### src/rtl/pe_array_ctrl.sv
// pe_array_ctrl: load / step / readout sequencer for the Game-of-Life PE array.
// Optional build macro PE_CTRL_STALL_DETECT_EN ends a run early once the array goes inactive.
module pe_array_ctrl #(
  parameter int N_PX       = 8,
  parameter int N_PY       = 8,
  parameter int X_BITS     = 3,
  parameter int Y_BITS     = 3,
  parameter int CMD_BITS   = 2,
  parameter int STATE_BITS = 1,
  parameter int CMD_NOP    = 0,
  parameter int CMD_LOAD   = 1,
  parameter int CMD_STEP   = 2,
  parameter int SETTLE     = 1
) (
  input  logic                  clk,
  input  logic                  reset,
  input  logic                  start_load,
  input  logic                  start_run,
  input  logic                  start_read,
  input  logic                  abort,
  input  logic [15:0]           gen_count,
  input  logic                  in_valid,
  output logic                  in_ready,
  input  logic [STATE_BITS-1:0] in_data,
  output logic                  out_valid,
  input  logic                  out_ready,
  output logic [STATE_BITS-1:0] out_data,
  output logic [STATE_BITS-1:0] out_prev,
  output logic                  out_last,
  output logic [CMD_BITS-1:0]   cmd,
  output logic [STATE_BITS-1:0] state_in,
  output logic [X_BITS-1:0]     adr_x_i,
  output logic [Y_BITS-1:0]     adr_y_i,
  output logic [X_BITS-1:0]     adr_x_o,
  output logic [Y_BITS-1:0]     adr_y_o,
  input  logic [STATE_BITS-1:0] arr_state,
  input  logic [STATE_BITS-1:0] arr_prev,
  input  logic                  arr_active,
  output logic                  busy,
  output logic                  load_done,
  output logic                  run_done,
  output logic [15:0]           gens_run,
  output logic                  stalled
);
  localparam logic [CMD_BITS-1:0] C_NOP  = CMD_BITS'(CMD_NOP);
  localparam logic [CMD_BITS-1:0] C_LOAD = CMD_BITS'(CMD_LOAD);
  localparam logic [CMD_BITS-1:0] C_STEP = CMD_BITS'(CMD_STEP);
  localparam logic [X_BITS-1:0]   X_MAX  = X_BITS'(N_PX - 1);
  localparam logic [Y_BITS-1:0]   Y_MAX  = Y_BITS'(N_PY - 1);
  localparam logic [3:0]          WAIT_LAST = 4'(SETTLE - 1);

  typedef enum logic [2:0] {IDLE, LOAD, STEP, WAIT, READ} state_t;

  state_t                  state_reg, state_next;
  logic [X_BITS-1:0]       x_reg, x_next;
  logic [Y_BITS-1:0]       y_reg, y_next;
  logic [3:0]              wait_cnt_reg, wait_cnt_next;
  logic [15:0]             target_reg, target_next;
  logic [15:0]             gens_run_reg, gens_run_next;
  logic                    stalled_reg, stalled_next;
  logic [CMD_BITS-1:0]     cmd_reg, cmd_next;
  logic [STATE_BITS-1:0]   state_in_reg, state_in_next;
  logic [X_BITS-1:0]       adr_x_i_reg, adr_x_i_next;
  logic [Y_BITS-1:0]       adr_y_i_reg, adr_y_i_next;
  logic                    out_valid_reg, out_valid_next;
  logic [STATE_BITS-1:0]   out_data_reg, out_data_next;
  logic [STATE_BITS-1:0]   out_prev_reg, out_prev_next;
  logic                    out_last_reg, out_last_next;
  logic                    busy_reg, busy_next;
  logic                    load_done_reg, load_done_next;
  logic                    run_done_reg, run_done_next;

  logic        last_cell;
  logic [15:0] gens_inc;
  logic        stall_hit;

  assign last_cell = (x_reg == X_MAX) && (y_reg == Y_MAX);
  assign gens_inc  = gens_run_reg + 16'd1;

`ifdef PE_CTRL_STALL_DETECT_EN
  assign stall_hit = !arr_active;
`else
  logic unused_active;
  assign unused_active = arr_active;
  assign stall_hit     = 1'b0;
`endif

  always_ff @(posedge clk or negedge reset) begin
    if (!reset) begin
      state_reg     <= IDLE;
      x_reg         <= '0;
      y_reg         <= '0;
      wait_cnt_reg  <= '0;
      target_reg    <= '0;
      gens_run_reg  <= '0;
      stalled_reg   <= 1'b0;
      cmd_reg       <= C_NOP;
      state_in_reg  <= '0;
      adr_x_i_reg   <= '0;
      adr_y_i_reg   <= '0;
      out_valid_reg <= 1'b0;
      out_data_reg  <= '0;
      out_prev_reg  <= '0;
      out_last_reg  <= 1'b0;
      busy_reg      <= 1'b0;
      load_done_reg <= 1'b0;
      run_done_reg  <= 1'b0;
    end else begin
      state_reg     <= state_next;
      x_reg         <= x_next;
      y_reg         <= y_next;
      wait_cnt_reg  <= wait_cnt_next;
      target_reg    <= target_next;
      gens_run_reg  <= gens_run_next;
      stalled_reg   <= stalled_next;
      cmd_reg       <= cmd_next;
      state_in_reg  <= state_in_next;
      adr_x_i_reg   <= adr_x_i_next;
      adr_y_i_reg   <= adr_y_i_next;
      out_valid_reg <= out_valid_next;
      out_data_reg  <= out_data_next;
      out_prev_reg  <= out_prev_next;
      out_last_reg  <= out_last_next;
      busy_reg      <= busy_next;
      load_done_reg <= load_done_next;
      run_done_reg  <= run_done_next;
    end
  end

  always_comb begin
    state_next     = state_reg;
    x_next         = x_reg;
    y_next         = y_reg;
    wait_cnt_next  = wait_cnt_reg;
    target_next    = target_reg;
    gens_run_next  = gens_run_reg;
    stalled_next   = stalled_reg;
    cmd_next       = C_NOP;
    state_in_next  = state_in_reg;
    adr_x_i_next   = adr_x_i_reg;
    adr_y_i_next   = adr_y_i_reg;
    out_valid_next = out_valid_reg;
    out_data_next  = out_data_reg;
    out_prev_next  = out_prev_reg;
    out_last_next  = out_last_reg;
    load_done_next = 1'b0;
    run_done_next  = 1'b0;

    if (abort) begin
      state_next     = IDLE;
      out_valid_next = 1'b0;
    end else begin
      case (state_reg)
        IDLE: begin
          if (start_load) begin
            state_next = LOAD;
            x_next     = '0;
            y_next     = '0;
          end else if (start_run) begin
            target_next   = gen_count;
            gens_run_next = '0;
            stalled_next  = 1'b0;
            if (gen_count == 16'd0) begin
              run_done_next = 1'b1;
            end else begin
              state_next = STEP;
              cmd_next   = C_STEP;
            end
          end else if (start_read) begin
            state_next     = READ;
            x_next         = '0;
            y_next         = '0;
            out_valid_next = 1'b0;
            out_last_next  = 1'b0;
          end
        end
        LOAD: begin
          if (in_valid) begin
            cmd_next      = C_LOAD;
            state_in_next = in_data;
            adr_x_i_next  = x_reg;
            adr_y_i_next  = y_reg;
            if (last_cell) begin
              state_next     = IDLE;
              load_done_next = 1'b1;
            end else if (x_reg == X_MAX) begin
              x_next = '0;
              y_next = y_reg + Y_BITS'(1);
            end else begin
              x_next = x_reg + X_BITS'(1);
            end
          end
        end
        STEP: begin
          state_next    = WAIT;
          wait_cnt_next = '0;
        end
        WAIT: begin
          if (wait_cnt_reg == WAIT_LAST) begin
            gens_run_next = gens_inc;
            if (gens_inc == target_reg || stall_hit) begin
              state_next    = IDLE;
              run_done_next = 1'b1;
              stalled_next  = stall_hit;
            end else begin
              state_next = STEP;
              cmd_next   = C_STEP;
            end
          end else begin
            wait_cnt_next = wait_cnt_reg + 4'd1;
          end
        end
        READ: begin
          if (out_valid_reg && out_ready && out_last_reg) begin
            state_next     = IDLE;
            out_valid_next = 1'b0;
            out_last_next  = 1'b0;
          end else if (!out_valid_reg || (out_ready && !out_last_reg)) begin
            // The array is combinational from adr_*_o, so the cell under the counter is captured now.
            out_data_next  = arr_state;
            out_prev_next  = arr_prev;
            out_valid_next = 1'b1;
            out_last_next  = last_cell;
            if (!last_cell) begin
              if (x_reg == X_MAX) begin
                x_next = '0;
                y_next = y_reg + Y_BITS'(1);
              end else begin
                x_next = x_reg + X_BITS'(1);
              end
            end
          end
        end
        default: state_next = IDLE;
      endcase
    end
    busy_next = (state_next != IDLE);
  end

  assign in_ready  = (state_reg == LOAD);
  assign out_valid = out_valid_reg;
  assign out_data  = out_data_reg;
  assign out_prev  = out_prev_reg;
  assign out_last  = out_last_reg;
  assign cmd       = cmd_reg;
  assign state_in  = state_in_reg;
  assign adr_x_i   = adr_x_i_reg;
  assign adr_y_i   = adr_y_i_reg;
  assign adr_x_o   = x_reg;
  assign adr_y_o   = y_reg;
  assign busy      = busy_reg;
  assign load_done = load_done_reg;
  assign run_done  = run_done_reg;
  assign gens_run  = gens_run_reg;
  assign stalled   = stalled_reg;
endmodule
### config.mk
export PLATFORM = sky130hd
export DESIGN_NAME = pe_array_ctrl
export DESIGN_NICKNAME = d
export VERILOG_FILES = /design/src/rtl/pe_array_ctrl.sv
export SDC_FILE = /design/constraint.sdc
export NUM_CORES = 1
export LEC_CHECK = 0
export ABC_AREA = 1
export CAP_MARGIN = 20
export CELL_PAD_IN_SITES_DETAIL_PLACEMENT = 2
export CELL_PAD_IN_SITES_GLOBAL_PLACEMENT = 2
export CORE_MARGIN = 4
export CORE_UTILIZATION = 29
export DETAILED_ROUTE_END_ITERATION = 7
export HOLD_SLACK_MARGIN = 0.08
export PLACE_DENSITY = 0.83
export SLEW_MARGIN = 20
export SYNTH_ARGS = -nofsm -noshare
export SYNTH_HDL_FRONTEND = slang
export SYNTH_SLANG_ARGS = --single-unit
### constraint.sdc
create_clock -name clk -period 2 [get_ports clk]
set_input_delay 0.6 -clock clk [delete_from_list [all_inputs] [get_ports clk]]
set_output_delay 0.6 -clock clk [all_outputs]
set_load 0.03 [all_outputs]
==> results of run 1 <==
==> power groups by stage <==
stage / Combinational (W) / Sequential [W] / Clock (W)
final: 0.00243 / 0.00191 / 0.00156
after global routing: 0.00260 / 0.00193 / 0.00165
after CTS: 0.00209 / 0.00185 / 0.00154
after detailed placement: 0.00193 / 0.00185 / 0
after global placement: 0.00184 / 0.00182 / 0
after floorplan: 0.000775 / 0.00211 / 0
==> layout by cell type (no fill, tap or decap), types with 14 or more instances in the layout <==
cell	Yosys	routed
nand2_1	115	88
inv_1	71	68
dfrtp_1	61	56
buf_4	2	50
nand3_1	45	33
o21ai_0	34	32
clkdlybuf4s50_1	0	32
nand2_2	7	30
nor2_1	34	27
dlygate4sd2_1	0	27
o22ai_1	15	14
==> path summary, 6_finish.rpt <==
check | startpoint | endpoint | slack (ps) | cells past startpoint
min reg2reg | state_in | state_in | 480 | 2
max | gens_run[1] | busy | -500 | 15
min in group clk | state_in | state_in | 480 | 2
min | reset | gens_run[6] | 260 | 2
max reg2reg | gens_run[1] | busy | -500 | 15
max in group asynchronous | reset | gens_run[0] | 1420 | 2
==> repair_timing <==
item | in CTS | in global routing
setup buffers | 20 | 10
gates resized for setup | 71 | 51
pin swaps | 13 | 26
endpoints found under the setup margin | 36 | 32
==> synthesized netlist by cell type, types with 2 or more instances <==
master	instances
a21oi_1	11
a31oi_1	2
buf_4	2
clkbuf_1	5
dfrtp_1	61
ha_1	7
inv_1	71
inv_2	3
mux2_2	2
nand2_1	115
nand2_2	7
nand3_1	45
nand3b_1	9
nand4_1	10
nor2_1	34
nor2_2	5
nor2_4	3
nor3_1	4
nor3_2	2
nor4_1	2
o21ai_0	34
o21ai_1	2
o22ai_1	15
xor2_1	3
==> logic make-up (layout without fill, tap and decap cells) <==
family / count (synthesis) / after routing / share of synthesized area (%)
fa+ha+maj: 7 / 7 / 2.52
xor+xnor: 5 / 5 / 1.47
mux: 3 / 3 / 0.935
buf+inv: 83 / 214 / 9.21
simple gates: 239 / 239 / 31.6
compound gates: 66 / 66 / 10.3
flops: 61 / 61 / 43.9
other cells: 1 / 1 / 0.108
==> stage by stage <==
| step | setup slack, ps | instances |
|---|---|---|
| global route | -590 | 739 |
| finish | -496 | 739 |
| CTS | -77.9 | 729 |
| floorplan | 25.2 | 465 |
| detailed placement | -315 | 693 |
| global placement | -204 | 693 |
==> per-layer routing <==
metal / GRT usage (%) / vias up / wire, um
met4: 7.55 / 0 / 872
met3: 4.66 / 55 / 791
met1: 25.4 / 2071 / 7100
li1: - / 1760 / -
met2: 41.9 / 133 / 9470
met5: 0 / - / 0
==> area by class of cell <==
type / count / area share (%)
multi-input cells: 321 / 36.2
flip-flops and latches: 61 / 28.8
repair buffers: 123 / 21.0
inverters: 75 / 5.34
clock buffers: 15 / 5.22
well taps: 143 / 3.37
clock inverters: 1 / 0.0941
==> worst reg2reg max path, stage by stage (launching register included) <==
cell and delay [ps]:
dfrtp_1 400, buf_4 160, inv_2 60, nor2_4 240, buf_4 170, nand4_1 100, nand3_2 120, nand2_1 100
nor2_1 200, nand2_2 120, nor2_2 240, nand3_2 130, nand2_2 80, nand2_2 70, nand2_2 100, nand2_2 60
==> results_dict.tcl, run 1 <==
set metrics [dict create \
    status "finished, violations left" \
    violations "setup timing" \
    core_area_mm2 0.0116 \
    hold_class "in2async" \
    cpPeakStageDelay_ps 400 \
    finalMaxSlewViolations 0 \
    gp_congestion 0.795 \
    ys_seq_area_share_pct 43.9 \
    power_frac_clock_pct 26.5 \
    yosysTopAreaCellShare_pct 43.9 \
    grt_max_degree 62 \
    crit_path_start_kind "flip-flop" \
    synth_async_sr_flop_share_pct 100 \
    p_seq_share_pct 32.3 \
    vias 4019 \
    ctsHtreeMaxLevel 3 \
    synth_edf_count 0 \
    setup-violations-final 12 \
    path_cells "buf_4, inv_2, nor2_4, buf_4, nand4_1, nand3_2, nand2_1, nor2_1, nand2_2, nor2_2, nand3_2, nand2_2, nand2_2, nand2_2, nand2_2" \
    layout_setup_ws_ps -496 \
    power_w 0.00590 \
    place_area_mm2 0.00451 \
    ys_warn_count 0 \
    power.share.switching_pct 42.5 \
    crit_buf_inv 3 \
    synth-main-ff-cell "dfrtp_1" \
    rsz0062_at_grt "yes" \
    fmax_mhz 401 \
    drive_gt1_share_pct 27.5 \
    die_area_mm2 0.0138 \
    initial_utilization_pct 30.1 \
    vdd_drop_max_v 0.000777 \
    grt.overflow.total 0 \
    syn_area_mm2 0.00348 \
    synth.distinct_cells 35 \
    worstSkewPairLatency_ps 350 \
    drv_cap 0 \
    crit_path_frequent_cell "nand2_2" \
    multiInputGateArea_mm2 0.00192 \
    synthTopCellsByArea "dfrtp_1, nand2_1, inv_1" \
    synth_fp_nets 500 \
    clk_pin_slew_ps 60 \
    worst_pin_slew_ps 499 \
    fin_area_mm2 0.00532 \
    grtUsageTotal_pct 22.5 \
    criticalPathCategory "reg2reg" \
    die_h_um 118 \
    postSynthCellCount 465 \
    leakagePower_nw 2.65 \
    grt_pass1_wl_um 24500 \
    seq_area_mm2 0.00153 \
    p_int_w 0.00340 \
    pin_count 68 \
    cts_buffers 9 \
    fp-row-count 39 \
    crit_arrival_ps 2710 \
    ys_ff_latch 61 \
    path_max_fanout 6 \
    wirelength_um 18200 \
    critical-path-top-delay-family "simple AND/OR/NAND/NOR gates" \
    cts_tree "yes" \
    fin_nets 626 \
    yosys.area.top_type "dfrtp_1" \
    layout_min_cycle_time_ps 2500 \
    hold_buffers 0 \
    wl_per_cell_um 24.7 \
    worstPathRequired_ps 2220 \
    clock_sinks 61 \
    skew_ps 16.4 \
    port_buffers 65 \
    antenna_found_initial 0 \
    cp-end-kind "flip-flop" \
    hold_viol 0 \
    cts_buffer_depth 2 \
    min_period_over_period_pct 125 \
    p_per_area_mw_per_mm2 1110 \
    max-slew-margin-rel_pct 66.4 \
    critical_path.slowest_cell "dfrtp_1" \
    final_util_pct 46.0 \
    dr.pass1.iters 4 \
    grt_pass1_vias 4443 \
    die_x_um 118 \
    power_frac_comb_pct 41.2 \
    syn_avg_cell_area_um2 7.48 \
    drtIter0Drc 262 \
    tns_ps -2820 \
    antenna-diode-count 0 \
    whs_ps 262 \
    ant_nets 0 \
    syn2layout_area_growth_pct 52.8 \
    route.detailed.drc 0 \
    hpwl_um 9480 \
    viasPerCell 5.44 \
    fillCellCount 1266 \
    cts-root-buf "clkbuf_16" \
    switchingPower_w 0.00251 \
]
(Power assumes the default switching activity.)
==> run 2, diff against run 1 <==
--- a/config.mk
+++ b/config.mk
@@ -13,7 +13,7 @@
 export CORE_UTILIZATION = 29
 export DETAILED_ROUTE_END_ITERATION = 7
 export HOLD_SLACK_MARGIN = 0.08
-export PLACE_DENSITY = 0.83
+export PLACE_DENSITY = 0.79
 export SLEW_MARGIN = 20
 export SYNTH_ARGS = -nofsm -noshare
 export SYNTH_HDL_FRONTEND = slang
==> results_dict.tcl, run 2 (same netlist as run 1, synthesis figures left out) <==
set metrics [dict create \
    grt_pass1_vias 4370 \
    drive_gt1_share_pct 23.9 \
    die_x_um 118 \
    violations "setup timing" \
    drtIter0Drc 145 \
    layout_commonest_cell "nand2_1" \
    dp.cells 698 \
    path_cells "ha_1, ha_2, nand2_2, inv_2, a211oi_2, nand2_1, nor3_2, buf_4, nand3_1, o21ai_0" \
    setup-violations-final 7 \
    fmax_mhz 456 \
    layout_setup_ws_ps -194 \
    leakagePower_nw 2.61 \
    fin_nets 617 \
    hpwl_um 9570 \
    die_h_um 118 \
    cts_buffer_depth 2 \
    clock_sinks 61 \
    hold_viol 0 \
    die_area_mm2 0.0138 \
    grtUsageTotal_pct 21.5 \
    critical-path-top-delay-family "simple AND/OR/NAND/NOR gates" \
    ant_nets 0 \
    min_period_over_period_pct 110 \
    worstPathRequired_ps 2210 \
    cts-root-buf "clkbuf_16" \
    cp-end-kind "flip-flop" \
    syn2layout_area_growth_pct 48.6 \
    wl_met2_um 8060 \
    path_max_fanout 6 \
    layout_min_cycle_time_ps 2190 \
    drv_cap 0 \
    mostFrequentLayoutCells "nand2_1, inv_1, dfrtp_1, buf_4, nand3_1" \
    crit_arrival_ps 2400 \
    hold_class "in2async" \
    dr.pass1.iters 4 \
    vdd_drop_max_v 0.000696 \
    viasPerCell 5.21 \
    crit_path_start_kind "flip-flop" \
    criticalPathCategory "reg2reg" \
    worstSkewPairLatency_ps 330 \
    gp_congestion 0.772 \
    grt.overflow.total 0 \
    critical_path.slowest_cell "dfrtp_1" \
    antenna_found_initial 0 \
    dpl_worst_slack_ps -302 \
    core_area_mm2 0.0116 \
    cts_buffers 9 \
    fin_area_mm2 0.00517 \
    cpPeakStageDelay_ps 400 \
    status "finished, violations left" \
    wirelength_um 16100 \
    wl_met3_um 677 \
    worst_pin_slew_ps 541 \
    antenna-diode-count 0 \
    place_area_mm2 0.00454 \
    clk_pin_slew_ps 60 \
    cts_tree "yes" \
    topRoutingLayerUsed "met4" \
    stdcell_count 729 \
    met1Wirelength_um 6790 \
    hold_buffers 0 \
    pin_count 68 \
    skew_ps 13.7 \
    vias 3796 \
    fp-row-count 39 \
    port_buffers 65 \
    ctsHtreeMaxLevel 3 \
    route.detailed.drc 0 \
    initial_utilization_pct 30.1 \
    grt_pass1_wl_um 23800 \
    p_per_area_mw_per_mm2 1100 \
    finalMaxSlewViolations 0 \
    crit_buf_inv 2 \
    rsz0062_at_grt "yes" \
    wl_per_cell_um 22.1 \
    max-slew-margin-rel_pct 63.7 \
    grt_max_degree 62 \
]
run 2: cell count changes in the layout (fill, tap and decap cells not counted), sizes merged:
cell          previous run  this run
clkinvlp                 0         1
dlymetal6s2s             4         7
bufinv                   0         1
buf                     60        51
dlygate4sd2             27        24
clkbuf                  15        13
inv                     74        73
run 2: metal layers:
layer	vias to the layer above	track usage, %
li1	1748	-
met1	1927	26.6
met2	85	38.0
met3	36	4.08
met4	0	6.45
met5	-	0
run 2: power breakdown:
group,total (W),internal [W],switching (W),leakage [nW]
combinational,0.00225,0.000863,0.00138,1.68
sequential,0.00189,0.00155,0.000343,0.796
clock,0.00156,0.000959,0.000597,0.134
run 2: final cells by class:
cell class                      instances  area, um2
Clock inverter                          2       35.0
Timing Repair Buffer                  114       1040
Tap cell                              143        179
Inverter                               75        288
Multi-Input combinational cell        321       1850
Sequential cell                        61       1540
Clock buffer                           13        240
Fill cell                            1280       6390
run 2: worst paths after layout:
path | slack (ps) | startpoint | endpoint | depth (start not counted)
worst max-delay path | -190 | adr_x_o[0] | adr_y_o[2] | 10
worst min-delay path | 270 | reset | target_reg[6] | 2
worst max register to register | -190 | adr_x_o[0] | adr_y_o[2] | 10
worst min register to register | 480 | adr_y_i[0] | adr_y_i[0] | 2
max in group asynchronous | 1390 | reset | state_reg[0] | 2
min in group clk | 480 | adr_y_i[0] | adr_y_i[0] | 2
run 2: per-stage QoR:
| stage | hold WS [ps] | power, W | TNS (ps) | utilization [%] |
|---|---|---|---|---|
| 2_1_floorplan | 304 | 0.00289 | 0 | - |
| 3_3_place_gp | 457 | 0.00366 | -1700 | 39.2 |
| 3_5_place_dp | 468 | 0.00378 | -3990 | 39.2 |
| 4_1_cts | 296 | 0.00542 | -308 | 42.7 |
| 5_1_grt | 318 | 0.00601 | -3080 | 44.7 |
| 6_report | 274 | 0.00569 | -1060 | 44.7 |
run 2: timing repair:
item	in CTS	in global routing
pin swaps	9	22
setup endpoints to repair	32	40
gates resized for setup	59	46
buffers inserted	6	10
